<file path="src/rtl/tx_sched_pkg.sv">
// Shared encodings for the upstream tx packet scheduler: FSM states and
// grant source codes, also used by the bench monitor.
package tx_sched_pkg;

    typedef enum logic [2:0] {
        IDLE        = 3'd0,
        FETCH       = 3'd1,
        LOAD        = 3'd2,
        WAIT_ACCEPT = 3'd3,
        WAIT_DONE   = 3'd4
    } state_t;

    typedef enum logic [1:0] {
        NONE  = 2'd0,
        REPLY = 2'd1,
        FWD   = 2'd2,
        FIFO  = 2'd3
    } grant_src_t;

endpackage

</file>
<file path="src/rtl/tx_packet_scheduler.sv">
// Arbitrates the upstream UART transmitter between regmap replies, forwarded
// packets and the local event FIFO, with anti-starvation for FIFO events.
module tx_packet_scheduler
    import tx_sched_pkg::*;
#(
    parameter int WIDTH          = 64,
    parameter int STARVE_LIMIT   = 4,
    parameter int ACCEPT_TIMEOUT = 15
) (
    input  logic             clk,
    input  logic             reset,
    input  logic             tx_enable,
    input  logic             reply_valid,
    input  logic [WIDTH-2:0] reply_data,
    output logic             reply_ack,
    input  logic             fwd_valid,
    input  logic [WIDTH-2:0] fwd_data,
    output logic             fwd_ack,
    input  logic             fifo_empty,
    input  logic [WIDTH-2:0] fifo_data,
    output logic             read_fifo_n,
    input  logic             tx_busy,
    output logic             ld_tx_data,
    output logic [WIDTH-2:0] tx_data_out,
    output logic [1:0]       grant_src
);

    localparam int SC_W = $clog2(STARVE_LIMIT + 1);
    localparam int TO_W = $clog2(ACCEPT_TIMEOUT + 1);
    localparam logic [SC_W-1:0] STARVE_MAX = SC_W'(STARVE_LIMIT);
    localparam logic [TO_W-1:0] TMO_LAST   = TO_W'(ACCEPT_TIMEOUT - 1);

    state_t          state;
    logic [SC_W-1:0] starve_cnt;
    logic [TO_W-1:0] tmo_cnt;

    logic can_grant;
    logic fifo_force;
    logic pick_reply;
    logic pick_fwd;
    logic pick_fifo;

    // FIFO override beats the fixed REPLY > FWD > FIFO order once the
    // starve counter has saturated.
    always_comb begin
        can_grant  = (state == IDLE) && tx_enable && !tx_busy;
        fifo_force = (starve_cnt == STARVE_MAX) && !fifo_empty;
        pick_reply = 1'b0;
        pick_fwd   = 1'b0;
        pick_fifo  = 1'b0;
        if (can_grant) begin
            if (fifo_force)       pick_fifo  = 1'b1;
            else if (reply_valid) pick_reply = 1'b1;
            else if (fwd_valid)   pick_fwd   = 1'b1;
            else if (!fifo_empty) pick_fifo  = 1'b1;
        end
    end

    always_ff @(posedge clk) begin
        if (reset) begin
            state       <= IDLE;
            starve_cnt  <= '0;
            tmo_cnt     <= '0;
            reply_ack   <= 1'b0;
            fwd_ack     <= 1'b0;
            read_fifo_n <= 1'b1;
            ld_tx_data  <= 1'b0;
            tx_data_out <= '0;
            grant_src   <= NONE;
        end else begin
            reply_ack   <= 1'b0;
            fwd_ack     <= 1'b0;
            read_fifo_n <= 1'b1;
            ld_tx_data  <= 1'b0;

            if (fifo_empty || pick_fifo)
                starve_cnt <= '0;
            else if ((pick_reply || pick_fwd) && (starve_cnt != STARVE_MAX))
                starve_cnt <= starve_cnt + 1'b1;

            case (state)
                IDLE: begin
                    if (pick_reply) begin
                        tx_data_out <= reply_data;
                        reply_ack   <= 1'b1;
                        grant_src   <= REPLY;
                        state       <= LOAD;
                    end else if (pick_fwd) begin
                        tx_data_out <= fwd_data;
                        fwd_ack     <= 1'b1;
                        grant_src   <= FWD;
                        state       <= LOAD;
                    end else if (pick_fifo) begin
                        read_fifo_n <= 1'b0;
                        grant_src   <= FIFO;
                        state       <= FETCH;
                    end
                end
                // Pop lands on this edge; the head word is still on fifo_data.
                FETCH: begin
                    tx_data_out <= fifo_data;
                    state       <= LOAD;
                end
                LOAD: begin
                    ld_tx_data <= 1'b1;
                    tmo_cnt    <= '0;
                    state      <= WAIT_ACCEPT;
                end
                // The strobe cycle itself counts toward the accept timeout;
                // a retry re-strobes the held data without re-pop or re-ack.
                WAIT_ACCEPT: begin
                    if (tx_busy)
                        state <= WAIT_DONE;
                    else if (tmo_cnt == TMO_LAST)
                        state <= LOAD;
                    else
                        tmo_cnt <= tmo_cnt + 1'b1;
                end
                WAIT_DONE: begin
                    if (!tx_busy)
                        state <= IDLE;
                end
                default: state <= IDLE;
            endcase
        end
    end

endmodule

</file>
<file path="config.mk">
export PLATFORM = sky130hd
export DESIGN_NAME = tx_packet_scheduler
export DESIGN_NICKNAME = d
export VERILOG_FILES = /design/src/rtl/tx_sched_pkg.sv /design/src/rtl/tx_packet_scheduler.sv
export SDC_FILE = /design/constraint.sdc
export NUM_CORES = 1
export LEC_CHECK = 0
export ABC_AREA = 1
export BUFFER_PORTS_ARGS = -buffer_cell sky130_fd_sc_hd__buf_2
export CAP_MARGIN = 10
export CORE_MARGIN = 2
export CORE_UTILIZATION = 46
export CTS_CLUSTER_SIZE = 30
export DETAILED_ROUTE_END_ITERATION = 6
export PLACE_DENSITY_LB_ADDON = 0.15
export SYNTH_ARGS = -nofsm -noshare
export SYNTH_HDL_FRONTEND = slang
export SYNTH_SLANG_ARGS = --single-unit
</file>
<file path="constraint.sdc">
create_clock -name clk -period 2.1 [get_ports clk]
set_input_delay 0.63 -clock clk [delete_from_list [all_inputs] [get_ports clk]]
set_output_delay 0.63 -clock clk [all_outputs]
set_load 0.01 [all_outputs]
</file>
---- Word-level counts from Yosys, hierarchy flattened ----
Cells that the tools add are included.
Widths: inputs -> output; s select.
storage, ports and cells
  bits in registers ....................... 79
  input port bits ......................... 196
  output and inout port bits .............. 69
  logic and storage cells ................. 77
cells by class
  add/sub/neg operators ................... 2
  eq/ne operators ......................... 13
  muxes and demuxes ....................... 32
  bitwise gates (word level) .............. 1
  reductions and logical operators ........ 20
operators by type and width
  kind                 count
  $mux 63              2
  $pmux 63 s2          1
  $mux 3               6
  $mux 1               16
  $pmux 3 s5           1
  $ne 3x3->1 const B   3
  $mux 4               2
  $pmux 4 s2           1
  $eq 3x2->1 const B   2
  $eq 3x3->1 const B   2
  $mux 2               3
  $ne 2x2->1 const B   3
  $reduce_and 3->1     2
  $add 4x1->4 const B  1
  $eq 4x4->1 const B   1
  $logic_and 1x1->1    4
  $ne 4x4->1 const B   1
  $reduce_and 2->1     2
  $reduce_bool 2->1    2
  $reduce_or 2->1      2
  $reduce_or 4->1      1
  $add 3x1->3 const B  1
  $eq 3x1->1 const B   1
  $logic_not 3->1      1
  other kinds (5)      7

---- Logic depth before layout (Yosys ltp) ----
  depth in word-level cells ............... 9
  gate-level depth with buffers ........... 13
  mapped depth without buffers ............ 11

---- Worst setup path after synthesis ----
No wires, ideal clock.
  path type ............................... register to register
  start point ............................. register starve_cnt[0]
  end point ............................... register tx_data_out[32]
  setup time .............................. 109 ps
  data arrival time ....................... 1621 ps
  required time ........................... 1991 ps
  setup slack ............................. 370 ps
  cell stages (with the launch flop) ...... 14
  path buffers ............................ 3
  period minus slack after synthesis ...... 1730 ps
  path through ............................ dfxtp_1 -> inv_1 -> ha_1 -> nand2_2 -> nor2_4 -> nor2_4 -> nand2_1 -> nand3_1 -> buf_4 -> buf_6 -> buf_6 -> nand3_1 -> nand2_1 -> inv_1
on the way
  word-level cells in the longest chain between the ends .. 6
  elaborated cells on any way between the ends .. 10
  those cells by class .................... 2 x eq/ne; 6 x mux; 2 x reduce/logical
RTL lines
  what                                                    line                        RTL
  from (decl)                                             tx_packet_scheduler.sv:34   logic [SC_W-1:0] starve_cnt;
  from (signal assigned)                                  tx_packet_scheduler.sv:79   starve_cnt <= starve_cnt + 1'b1;
  $eq 3x3->1 (*)                                          tx_packet_scheduler.sv:47   fifo_force = (starve_cnt == STARVE_MAX) && !fifo_empty;
  $logic_and 1x1->1 (*)                                   tx_packet_scheduler.sv:47
  $mux 1                                                  tx_packet_scheduler.sv:52   if (fifo_force) pick_fifo = 1'b1;
  $mux 1                                                  tx_packet_scheduler.sv:51   if (can_grant) begin
  $mux 63 / $ne 3x3->1 (equally long branches)            -
  $pmux 63 s2 / $reduce_and 2->1 (equally long branches)  -
  to (signal assigned)                                    tx_packet_scheduler.sv:84   tx_data_out <= reply_data;
  to (signal assigned)                                    tx_packet_scheduler.sv:89   tx_data_out <= fwd_data;
  to (signal assigned)                                    tx_packet_scheduler.sv:101  tx_data_out <= fifo_data;
  to (decl)                                               tx_packet_scheduler.sv:24   output logic [WIDTH-2:0] tx_data_out,
Mark *: on every way between the ends. The rest lies on a longest branch, timed or not.
A chain may end at the register's enable or synchronous reset.

---- Worst setup path in the final report ----
  start point ............................. register starve_cnt[0]
  end point ............................... register state[0]
on the way
  word-level cells in the longest chain between the ends .. 7
  elaborated cells on any way between the ends .. 13
  those cells by class .................... 2 x eq/ne; 9 x mux; 2 x reduce/logical
RTL lines
  what                   line                       RTL
  $eq 3x3->1 (*)         tx_packet_scheduler.sv:47
  $logic_and 1x1->1 (*)  tx_packet_scheduler.sv:47
  $mux 1                 tx_packet_scheduler.sv:52
  $mux 1                 tx_packet_scheduler.sv:51
  $mux 3                 tx_packet_scheduler.sv:88  end else if (pick_fwd) begin
  $mux 3                 tx_packet_scheduler.sv:83  if (pick_reply) begin
  $pmux 3 s5             tx_packet_scheduler.sv:81  case (state)
  to (signal assigned)   tx_packet_scheduler.sv:87  state <= LOAD;
  to (signal assigned)   tx_packet_scheduler.sv:92  state <= LOAD;
  to (signal assigned)   tx_packet_scheduler.sv:96  state <= FETCH;
  to (decl)              tx_packet_scheduler.sv:33  state_t state;
Marks and branches as above.

==> metrics list <==
- Result of the run: completed
* Post-cts sizing count: 0
- Initial antenna violation count: 0
- Total standard cell area after synthesis: 5130 um2
- CP Buf/Inv Count: 2
* Highest-count cells in the layout ignoring fill and taps: buf_2 (264), nand2_1 (212), inv_1 (205), nand3_1 (197), nor2_1 (140)
- From bottom edge to top edge, the die measures roughly 110 um.
* Via count of the first global-routing pass: 5,273
* Post-Synth Adder-Cell Area: less than 1%
* XOR/XNOR share of the synthesized area: 0.171%
- Dividing total power by cell area gives a power density of 1220 nW/um2.
- Clock tree from TritonCTS: done
- Final cycle utilization of the critical path: 88.5%
* Post-Route Skew: 9.62 ps
- Floorplan die area: 12,000 um2
- Path type of the worst min-delay path: register to register
- In this run the worst setup path terminates at state[0].
* Synthesis Warnings: 0
* H-tree depth: 3
- Global routing used 45.2% of the available met2 tracks.
- In this run the remaining antenna-violating nets after routing total 0.
- The critical path starts at starve_cnt[0].
* Total of flip-flops plus latches after synthesis: 79
* Pin count of the biggest net entering global routing: 65
- Cell breakdown of the critical path: inv_1 > ha_1 > nand2_2 > nor2_4 > nor2_4 > nand2_2 > buf_12 > nand2_2 > nor2_1 > o21ai_0 > nor2_1
- Type of the setup path with the least slack: register to register
- DRT iter0 DRCs: 292
- Routed length per placed instance: 11.9 um
* Complex-gate fraction of the synthesized area: under 10%
* Antenna cells: 0
* Cells on worst reg2reg path: 11
- At the end of the flow, the number of nets in the layout was 1,358.
- After global routing, the most crowded layer is met2.
- The count of pins over their slew limit is 0.
- Vias/cell: about 4.7
* Setup total negative slack: 0 ps
- The tree built by TritonCTS fans out to around 80 sinks.
- Overall power: 0.00830 W
- In the global route stage, met1 resource usage came out at 28.9%.
- After filler insertion, the fill cell instance count of the layout stands at 1,140.
- The longest clock path from root to sink contains 2 buffers.
- Number of setup violations in the final report: 0
* Main combinational cell family by area after synthesis: simple AND/OR/NAND/NOR gates
- Measured against the total synthesized area, the mux share comes to 0%.
* Number of buffers added by the clock tree synthesis step: 9
* Highest Clock Rate: 538 MHz
- The later pin in the worst-skew pair is clocked with a latency of 360 ps.
- In this run the static leakage power is 4.35 nW.
- For the pin with the worst max-slew slack, the measured transition is 394 ps.
- Worst Path Required: ~2400 ps
* Critical path's top delay family: simple AND/OR/NAND/NOR gates
- Maximum ir drop on the vdd rail: 0.000575 V
- Wirelength, routed: about 16 mm
- The first global-routing pass estimated between 20 and 25 mm of wire.
- Max-cap violations in this run came to 0.
- Area fraction in and, or, nand and nor cells after synthesis: 46.5%
* Global routing met3 resource utilization: between 5 and 6%
* Biggest cell delay along the critical path: 360 ps
* Final hold vios: 0
- Avg Cell Area, Syn: 5.58 um2
- In this run the count of I/O pins placed on the die edge is 265.
* Vias: about 6,100
- The smallest clock period supported by the final layout is computed as roughly 1900 ps.
- STA classifies the critical path startpoint as a register.
* Mapped Nets: 1,120
- Summed over all layers, the global routing overflow is 0.
- In the routed design, unresolved DRC markers number 0.
- The initial utilization of the core area, before any placement, comes to 47.2%.
- CP max stage cell: dfxtp_1
- Reg-to-reg critical path startpoint: starve_cnt[0]
- Cell chosen for the clock root: clkbuf_8
* Site Rows: 38
* Relative area change from synthesis to final layout: 33.0%
* Final Wtd Congestion: about 0.87
* Endpoint of the most critical register-to-register path: state[0]
* Global routing usage summed across all routing layers: 25.3%
- Post-cts hold buffer count: 0
- Crit path DAT: 2110 ps
- Most Frequent Cell on Critical Path: nand2_2
- First-pass iteration count of the detailed router: 5
- The cell count after synthesis came out at 920.
* Area inside the core boundary: 10,900 um2
* Worst Path Max Fanout: 34
- Setup repair after global routing missed its margin: no
- The HPWL after detailed placement is 11.5 mm.
- Clk slew on worst S/H paths: 90 ps
- Count of input and output buffers: about 260
- The worst pin sits at a relative slew slack of 73.5%.
- Overall die width: around 110 um
* Register area share after synthesis: 30.8%
* Number of distinct library cells after synthesis: 21
- Once the clock tree was built, the setup fixing pass inserted 0 buffers.
* Number of cells on the critical path: 11
- Cells with a size suffix above 1 make up 26.4% of the layout.
- STA classifies the critical path endpoint as a register.
- Most common cell after layout, fill and taps aside: buf_2
- Worst reg2reg setup slack: roughly 240 ps
==> kinds of logic (layout without fill, tap and decap cells) <==
family / Yosys count / after routing
AOI/OAI and AO/OA: 12 / 12
and+or+nand+nor: 563 / 563
buffers and inverters: 261 / 504
adders and majority gates: 4 / 4
DFF: 79 / 79
xor gates and xnor gates: 1 / 1
==> sequential cells by signal, indices dropped and copies added, names as in the netlist <==
register / count
tx_data_out: 63
reply_ack: 1
ld_tx_data: 1
fwd_ack: 1
tmo_cnt: 4
read_fifo_n: 1
state: 3
starve_cnt: 3
grant_src: 2
==> per-stage QoR <==
stage / hold WS [ps] / worst slack, ps / cells / utilization (%) / instance area (um2)
final: 452 / 242 / 1303 / 62.7 / 6830
after global routing: 480 / 4.10 / 1303 / 62.7 / 6830
after global placement: 434 / 170 / 1287 / 60.6 / 6600
after floorplan: 431 / 370 / 920 / - / 5130
after detailed placement: 442 / 130 / 1287 / 60.6 / 6600
after CTS: 456 / 159 / 1303 / 62.6 / 6820
==> worst register-to-register path, stage by stage (launching register included) <==
cell and delay, ps:
dfxtp_1 360, inv_1 70, ha_1 200, nand2_2 140, nor2_4 60, nor2_4 140
nand2_2 140, buf_12 190, nand2_2 160, nor2_1 80, o21ai_0 170, nor2_1 60
==> cells in the mapped netlist <==
| master | count | share of area (%) |
|---|---|---|
| buf_2 | 22 | 2.1 |
| clkbuf_1 | 23 | 1.7 |
| inv_2 | 1 | 0.073 |
| buf_6 | 4 | 0.88 |
| ha_1 | 4 | 0.97 |
| inv_1 | 205 | 15 |
| and3_1 | 1 | 0.12 |
| nand2_1 | 214 | 16 |
| buf_4 | 1 | 0.15 |
| buf_1 | 5 | 0.37 |
| xor2_1 | 1 | 0.17 |
| o21a_1 | 1 | 0.15 |
| o21ai_0 | 1 | 0.097 |
| nand3_1 | 199 | 19 |
| o22ai_1 | 1 | 0.12 |
| dfxtp_1 | 79 | 31 |
| nand2_2 | 1 | 0.12 |
| nor2_1 | 141 | 10 |
| a21oi_1 | 9 | 0.88 |
| nor3_1 | 5 | 0.49 |
| nor2_4 | 2 | 0.44 |
==> metal layers <==
metal	vias up	part of all wire (%)
met2	236	48
li1	3210	-
met3	35	8.1
met1	2627	41
met5	-	0
met4	0	2.9
==> layout make-up <==
type                    count  area, um2  share of cell area (%)
clock buffers               9        124                    1.81
flip-flops and latches     79       1580                    23.2
repair buffers            282       1540                    22.5
multi-input cells         580       2540                    37.2
clock inverters             7       96.3                    1.41
well taps                 140        175                    2.56
inverters                 206        773                    11.3
==> worst min-delay path by stage <==
| stage | startpoint | to | slack [ps] | cells past startpoint |
|---|---|---|---|---|
| floorplan | tmo_cnt[0] | tmo_cnt[0] | 430 | 1 |
| global placement | grant_src[1] | grant_src[1] | 430 | 2 |
| global route | grant_src[0] | grant_src[0] | 480 | 2 |
| CTS | grant_src[0] | grant_src[0] | 460 | 2 |
| detailed placement | grant_src[0] | grant_src[0] | 440 | 2 |
| finish | grant_src[1] | grant_src[1] | 450 | 2 |
==> report_power, final <==
group	leakage (nW)	total [W]	internal [W]	switching [W]
Clock	0.102	0.00125	0.000671	0.000582
Combinational	3.60	0.00462	0.00173	0.00289
Sequential	0.649	0.00243	0.00213	0.000302
Total	4.35	0.00830	0.00453	0.00377
Note: power is estimated with default switching activity, not from simulation.
